## src/rtl/scroll_offset_gen.sv

```systemverilog
// Scroll offset generator: once per FRAME_DIV frames, emits a one-cycle write strobe.
// The X/Y offsets then advance by hold, bounce or wrap rules at the edge where the strobe falls.
module scroll_offset_gen #(
  parameter int unsigned XW        = 6,
  parameter int unsigned YW        = 10,
  parameter int unsigned FRAME_DIV = 1
) (
  input  logic          PixelClk2,
  input  logic          Reset,
  input  logic          VSync,
  input  logic          Enable,
  input  logic          Restart,
  input  logic [1:0]    XMode,
  input  logic [1:0]    YMode,
  input  logic [3:0]    XStep,
  input  logic [3:0]    YStep,
  output logic [XW-1:0] XOffsetData,
  output logic [YW-1:0] YOffsetData,
  output logic          OffsetWrite
);

  // The sum must hold offset + a 4-bit step even when the axis is narrower than the step.
  localparam int unsigned XAW = ((XW > 4) ? XW : 4) + 1;
  localparam int unsigned YAW = ((YW > 4) ? YW : 4) + 1;
  localparam logic [XAW-1:0] XMax = XAW'((32'd1 << XW) - 32'd1);
  localparam logic [YAW-1:0] YMax = YAW'((32'd1 << YW) - 32'd1);
  localparam logic [7:0] CntLast = 8'(FRAME_DIV - 1);

  typedef enum logic [1:0] {StIdle, StArmed, StWrite, StUpdate} state_e;

  state_e         state_q, state_d;
  logic [7:0]     cnt_q, cnt_d;
  logic           wr_q, wr_d;
  logic [XW-1:0]  x_off_q, x_off_d, x_nxt, x_dif;
  logic [YW-1:0]  y_off_q, y_off_d, y_nxt, y_dif;
  logic           x_dn_q, x_dn_d, x_nxt_dn;
  logic           y_dn_q, y_dn_d, y_nxt_dn;
  logic [XAW-1:0] x_ext, x_stp, x_sum;
  logic [YAW-1:0] y_ext, y_stp, y_sum;

  // Mode encoding: 0 hold, 1 bounce, 2 wrap-up, 3 wrap-down; direction bit 1 = moving down.
  always_comb begin
    x_ext    = XAW'(x_off_q);
    x_stp    = XAW'(XStep);
    x_sum    = x_ext + x_stp;
    x_dif    = x_off_q - XW'(XStep);
    x_nxt    = x_off_q;
    x_nxt_dn = x_dn_q;
    if (XStep != 4'd0) begin
      case (XMode)
        2'd1: begin
          if (!x_dn_q) begin
            if (x_sum >= XMax) begin
              x_nxt    = '1;
              x_nxt_dn = 1'b1;
            end else begin
              x_nxt = x_sum[XW-1:0];
            end
          end else if (x_ext <= x_stp) begin
            x_nxt    = '0;
            x_nxt_dn = 1'b0;
          end else begin
            x_nxt = x_dif;
          end
        end
        2'd2:    x_nxt = x_sum[XW-1:0];
        2'd3:    x_nxt = x_dif;
        default: ;
      endcase
    end
  end

  always_comb begin
    y_ext    = YAW'(y_off_q);
    y_stp    = YAW'(YStep);
    y_sum    = y_ext + y_stp;
    y_dif    = y_off_q - YW'(YStep);
    y_nxt    = y_off_q;
    y_nxt_dn = y_dn_q;
    if (YStep != 4'd0) begin
      case (YMode)
        2'd1: begin
          if (!y_dn_q) begin
            if (y_sum >= YMax) begin
              y_nxt    = '1;
              y_nxt_dn = 1'b1;
            end else begin
              y_nxt = y_sum[YW-1:0];
            end
          end else if (y_ext <= y_stp) begin
            y_nxt    = '0;
            y_nxt_dn = 1'b0;
          end else begin
            y_nxt = y_dif;
          end
        end
        2'd2:    y_nxt = y_sum[YW-1:0];
        2'd3:    y_nxt = y_dif;
        default: ;
      endcase
    end
  end

  always_comb begin
    state_d = state_q;
    cnt_d   = cnt_q;
    wr_d    = wr_q;
    x_off_d = x_off_q;
    y_off_d = y_off_q;
    x_dn_d  = x_dn_q;
    y_dn_d  = y_dn_q;
    unique case (state_q)
      StIdle: begin
        if (VSync) state_d = StArmed;
      end
      StArmed: begin
        if (!VSync) begin
          state_d = StIdle;
          if (Enable) begin
            if (cnt_q == CntLast) begin
              cnt_d   = 8'd0;
              state_d = StWrite;
            end else begin
              cnt_d = cnt_q + 8'd1;
            end
          end
        end
      end
      StWrite: begin
        wr_d    = 1'b1;
        state_d = StUpdate;
      end
      StUpdate: begin
        wr_d    = 1'b0;
        x_off_d = x_nxt;
        y_off_d = y_nxt;
        x_dn_d  = x_nxt_dn;
        y_dn_d  = y_nxt_dn;
        state_d = StIdle;
      end
      default: state_d = StIdle;
    endcase
    if (Restart) begin
      state_d = StIdle;
      cnt_d   = 8'd0;
      wr_d    = 1'b0;
      x_off_d = '0;
      y_off_d = '0;
      x_dn_d  = 1'b0;
      y_dn_d  = 1'b0;
    end
  end

  always_ff @(negedge PixelClk2 or posedge Reset) begin
    if (Reset) begin
      state_q <= StIdle;
      cnt_q   <= 8'd0;
      wr_q    <= 1'b0;
      x_off_q <= '0;
      y_off_q <= '0;
      x_dn_q  <= 1'b0;
      y_dn_q  <= 1'b0;
    end else begin
      state_q <= state_d;
      cnt_q   <= cnt_d;
      wr_q    <= wr_d;
      x_off_q <= x_off_d;
      y_off_q <= y_off_d;
      x_dn_q  <= x_dn_d;
      y_dn_q  <= y_dn_d;
    end
  end

  assign XOffsetData = x_off_q;
  assign YOffsetData = y_off_q;
  assign OffsetWrite = wr_q;

endmodule

```

## config.mk

```make
export PLATFORM = sky130hd
export DESIGN_NAME = scroll_offset_gen
export DESIGN_NICKNAME = d
export VERILOG_FILES = /design/src/rtl/scroll_offset_gen.sv
export SDC_FILE = /design/constraint.sdc
export NUM_CORES = 1
export LEC_CHECK = 0
export CORE_UTILIZATION = 50
export CTS_CLUSTER_SIZE = 8
export DETAILED_ROUTE_END_ITERATION = 10
export PLACE_DENSITY = 0.72
export SLEW_MARGIN = 30
export SYNTH_ARGS = -nofsm -noshare
export SYNTH_HDL_FRONTEND = slang
export SYNTH_SLANG_ARGS = --single-unit
```

## constraint.sdc

```tcl
create_clock -name PixelClk2 -period 3.9 [get_ports PixelClk2]
set_clock_uncertainty 0.2 [all_clocks]
set_input_delay 0.78 -clock PixelClk2 [delete_from_list [all_inputs] [get_ports PixelClk2]]
set_output_delay 0.78 -clock PixelClk2 [all_outputs]
set_load 0.01 [all_outputs]
```

==> results of run 1 <==
==> final timing paths <==
check	from	end	slack, ps	cells after the start
setup / recovery	YStep[0]	y_dn_q$_DFFE_NP0P_	-810	11
hold / removal	OffsetWrite$_DFFE_NP0P_	OffsetWrite$_DFFE_NP0P_	310	2
setup reg to reg	XOffsetData[0]$_DFFE_NP0P_	XOffsetData[0]$_DFFE_NP0P_	1060	12
hold reg to reg	OffsetWrite$_DFFE_NP0P_	OffsetWrite$_DFFE_NP0P_	310	2
max in group asynchronous	Reset	y_dn_q$_DFFE_NP0P_	830	3
min in group asynchronous	Reset	cnt_q[7]$_DFFE_NP0P_	2450	3
==> final cells by class <==
type	instances	area share
clock buffer	6	0.0165
inverter	30	0.0239
multi-input combinational	313	0.530
sequential	29	0.145
tap	72	0.0180
timing repair buffer	161	0.259
clock inverter	2	0.00748
==> what timing repair did <==
| action | in CTS | in global routing |
|---|---|---|
| resized for setup | 123 | 66 |
| buffers inserted | 18 | 11 |
| endpoints found under the hold margin | 0 | 0 |
| cloned | 1 | 0 |
| pin swaps | 52 | 55 |
| endpoints found under the setup margin | 43 | 37 |
==> registers in the layout, indices dropped and copies added, names as in the netlist <==
register	count
state_q	2
YOffsetData	10
x_dn_q	1
y_dn_q	1
XOffsetData	6
OffsetWrite	1
cnt_q	8
==> per-layer routing <==
metal	track usage	up-vias
li1	-	1714
met1	0.475	1930
met2	0.647	410
met3	0.0805	172
met4	0.187	0
met5	0	-
==> power groups by stage <==
stage | combinational [mW] | clock, mW | sequential [mW]
after floorplan | 0.216 | 0 | 0.331
after global placement | 0.400 | 0 | 0.324
after detailed placement | 0.410 | 0 | 0.323
after CTS | 0.464 | 0.350 | 0.318
after global routing | 0.580 | 0.371 | 0.319
final | 0.556 | 0.365 | 0.319
==> worst register-to-register path, cell delays in order (launching register included) <==
cell and delay (ps):
dfrtn_1 380, buf_4 170, inv_1 100, ha_4 150
inv_2 50, fa_2 370, a21oi_2 190, o21bai_2 100
a211oi_2 310, buf_4 200, a31oi_1 90, a21oi_1 240
o21ai_1 120
==> stage by stage <==
stage	TNS [ps]	total power, mW	worst slack [ps]	cell area [um^2]	hold WS (ps)
final	-12230	1.24	-812	5020	309
after global routing	-13430	1.27	-911	5020	346
after CTS	-10170	1.13	-719	4780	299
after detailed placement	-29200	0.734	-1500	4320	299
after global placement	-28270	0.724	-1500	4320	285
after floorplan	-10740	0.546	-804	3210	265
==> layout by cell type, fill, tap and decap left out, types with 5 or more instances in the layout <==
cell             synthesis  layout
o21ai_2                  0       8
buf_4                    0     114
ha_4                     0      12
xnor2_1                  7       5
xor2_1                   6       5
nor3_1                  15      10
o21ai_0                 30      10
nand2b_1                11      10
nand2_1                 28      26
clkdlybuf4s50_1          0       5
nand3b_1                 5       5
ha_1                    18       5
nand4_1                  5       5
inv_2                    0      11
clkdlybuf4s15_1          0       6
buf_6                    1      12
inv_1                   30      17
and3_1                   6       6
a21oi_1                 32      21
buf_2                    1       5
a21oi_2                  0       9
dfrtn_1                 29      29
nor2_1                  34      27
o21ai_1                  0      12
clkbuf_2                 0       8
nand3_1                  6       5
clkbuf_8                 0       6
nor2b_1                 10       8
o211ai_1                 8       8
==> kinds of logic (layout without fill, tap and decap cells) <==
logic type | Yosys count | after routing | share of synthesized area
simple gates | 147 | 147 | 0.257
fa+ha+maj | 22 | 22 | 0.102
xor+xnor | 13 | 13 | 0.0380
buf+inv | 50 | 199 | 0.0656
flops | 29 | 29 | 0.242
mux | 3 | 3 | 0.0105
compound gates | 128 | 128 | 0.285
==> reports/results.ini, run 1 <==
[run_status]
status=finished with violations
violations=setup timing

[route]
wl_met1_mm=5.02
met2WireLength_mm=6.21
dr.pass1.iters=10
via_count=4226
viasPerCell=6.89
finalWirelength_mm=14.2
drc=0
ant_nets=0
drt_iter0_markers=766
wl_met3_mm=1.75
top_layer_used=met4
wl_per_cell_um=23.1

[clock_network]
clkSlewWorstSetupHoldPaths_ps=50
cts.hold.buffers_added=0
clk_latency_ps=310
cts.htree.levels=2
cts_root_buf=clkbuf_8
clock_path_buffers=2
numCtsBuffers=5
clock_sinks=29
cts_tree=yes

[final_layout]
nFillCells=254
multiInputGateArea_mm2=0.00266
fin_util=0.889
syn2layout_area_growth_pct=67.6
antennaDiodeCount=0
layout.cells.non_filler=613
register_area_um2=726
final_layout_size_suffix_gt1_frac=0.486
fin_nets=579

[yosys]
synthTopCellsByCount=nor2_1, a21oi_1, inv_1, o21ai_0, dfrtn_1
yosysSeqAreaShare=0.242
yosysWarnings=0
synth-edff-count=0
synth_most_common_cell=nor2_1
synth_top_area_cell=dfrtn_1
synth_area_per_cell_um2=7.63
synthArstFlopShare=1.00
synthTopCellsByArea=dfrtn_1, ha_1, a21oi_1
synth-seq-cells=29
synth_top_area_frac=0.242
synthesis.instances=392
syn_area_mm2=0.00299
ys.flop_type=dfrtn_1
ys_types=64
syn_nets=431

[placed_design]
dpl.cell_count=580
gp_congestion=0.975
io_buffers=33
dpl.hpwl_mm=7.34

[sta]
drv_slew=0
tightest_slew_ps=665
slew-limit-headroom=0.553
finalHoldViolCount=0
setup_viol=21
layout_setup_ws_ps=-812
grt_setup_unrepaired=yes

[critical_path]
arrival_ps=2860
path_class=primary input to flip-flop
required_ps=2050
cp-start-kind=primary input
critPathTopFamily=adder cells
slowest_delay_ps=470
slowest_stage=fa_2
cp_num_buf_inv=3
cp_cell_sequence=buf_8 -> ha_4 -> inv_2 -> fa_2 -> xor2_2 -> nand4_1 -> nor4_2 -> o2111a_2 -> buf_6 -> nor2_4 -> o31ai_2
cp_max_fo=5
end_kind=flip-flop

[die]
die_h_um=79.4
die-area_mm2=0.00630
initial_core_util=0.530
ios=34
die_w_um=79.4
core_area_mm2=0.00564
num_rows=27

[pwr]
switching_share=0.368
clockPowerShare=0.294
seqPwrFrac=0.257
power.density_mw_per_mm2=247
switching_power_uw=456
comb_power_share=0.449
leakagePower_nw=2.19
internal_power_uw=784
max-vdd-ir-drop_mv=0.171

[grt]
first_global_vias=3893
grt_pass1_wl_mm=18.9
antenna_found_initial=0
grt_max_degree=30
grt-ovfl-total=0
grt_usage=0.389

[worst_hold_path]
hp-class=flip-flop to flip-flop

[job]
cap_violations=0

Note: power is estimated with default switching activity, not from simulation.
==> inputs of run 2 (changes only) <==
- SLEW_MARGIN: 30 -> 20
==> results of run 2 <==
Final layout, timing and power as in run 1 (identical DEF).
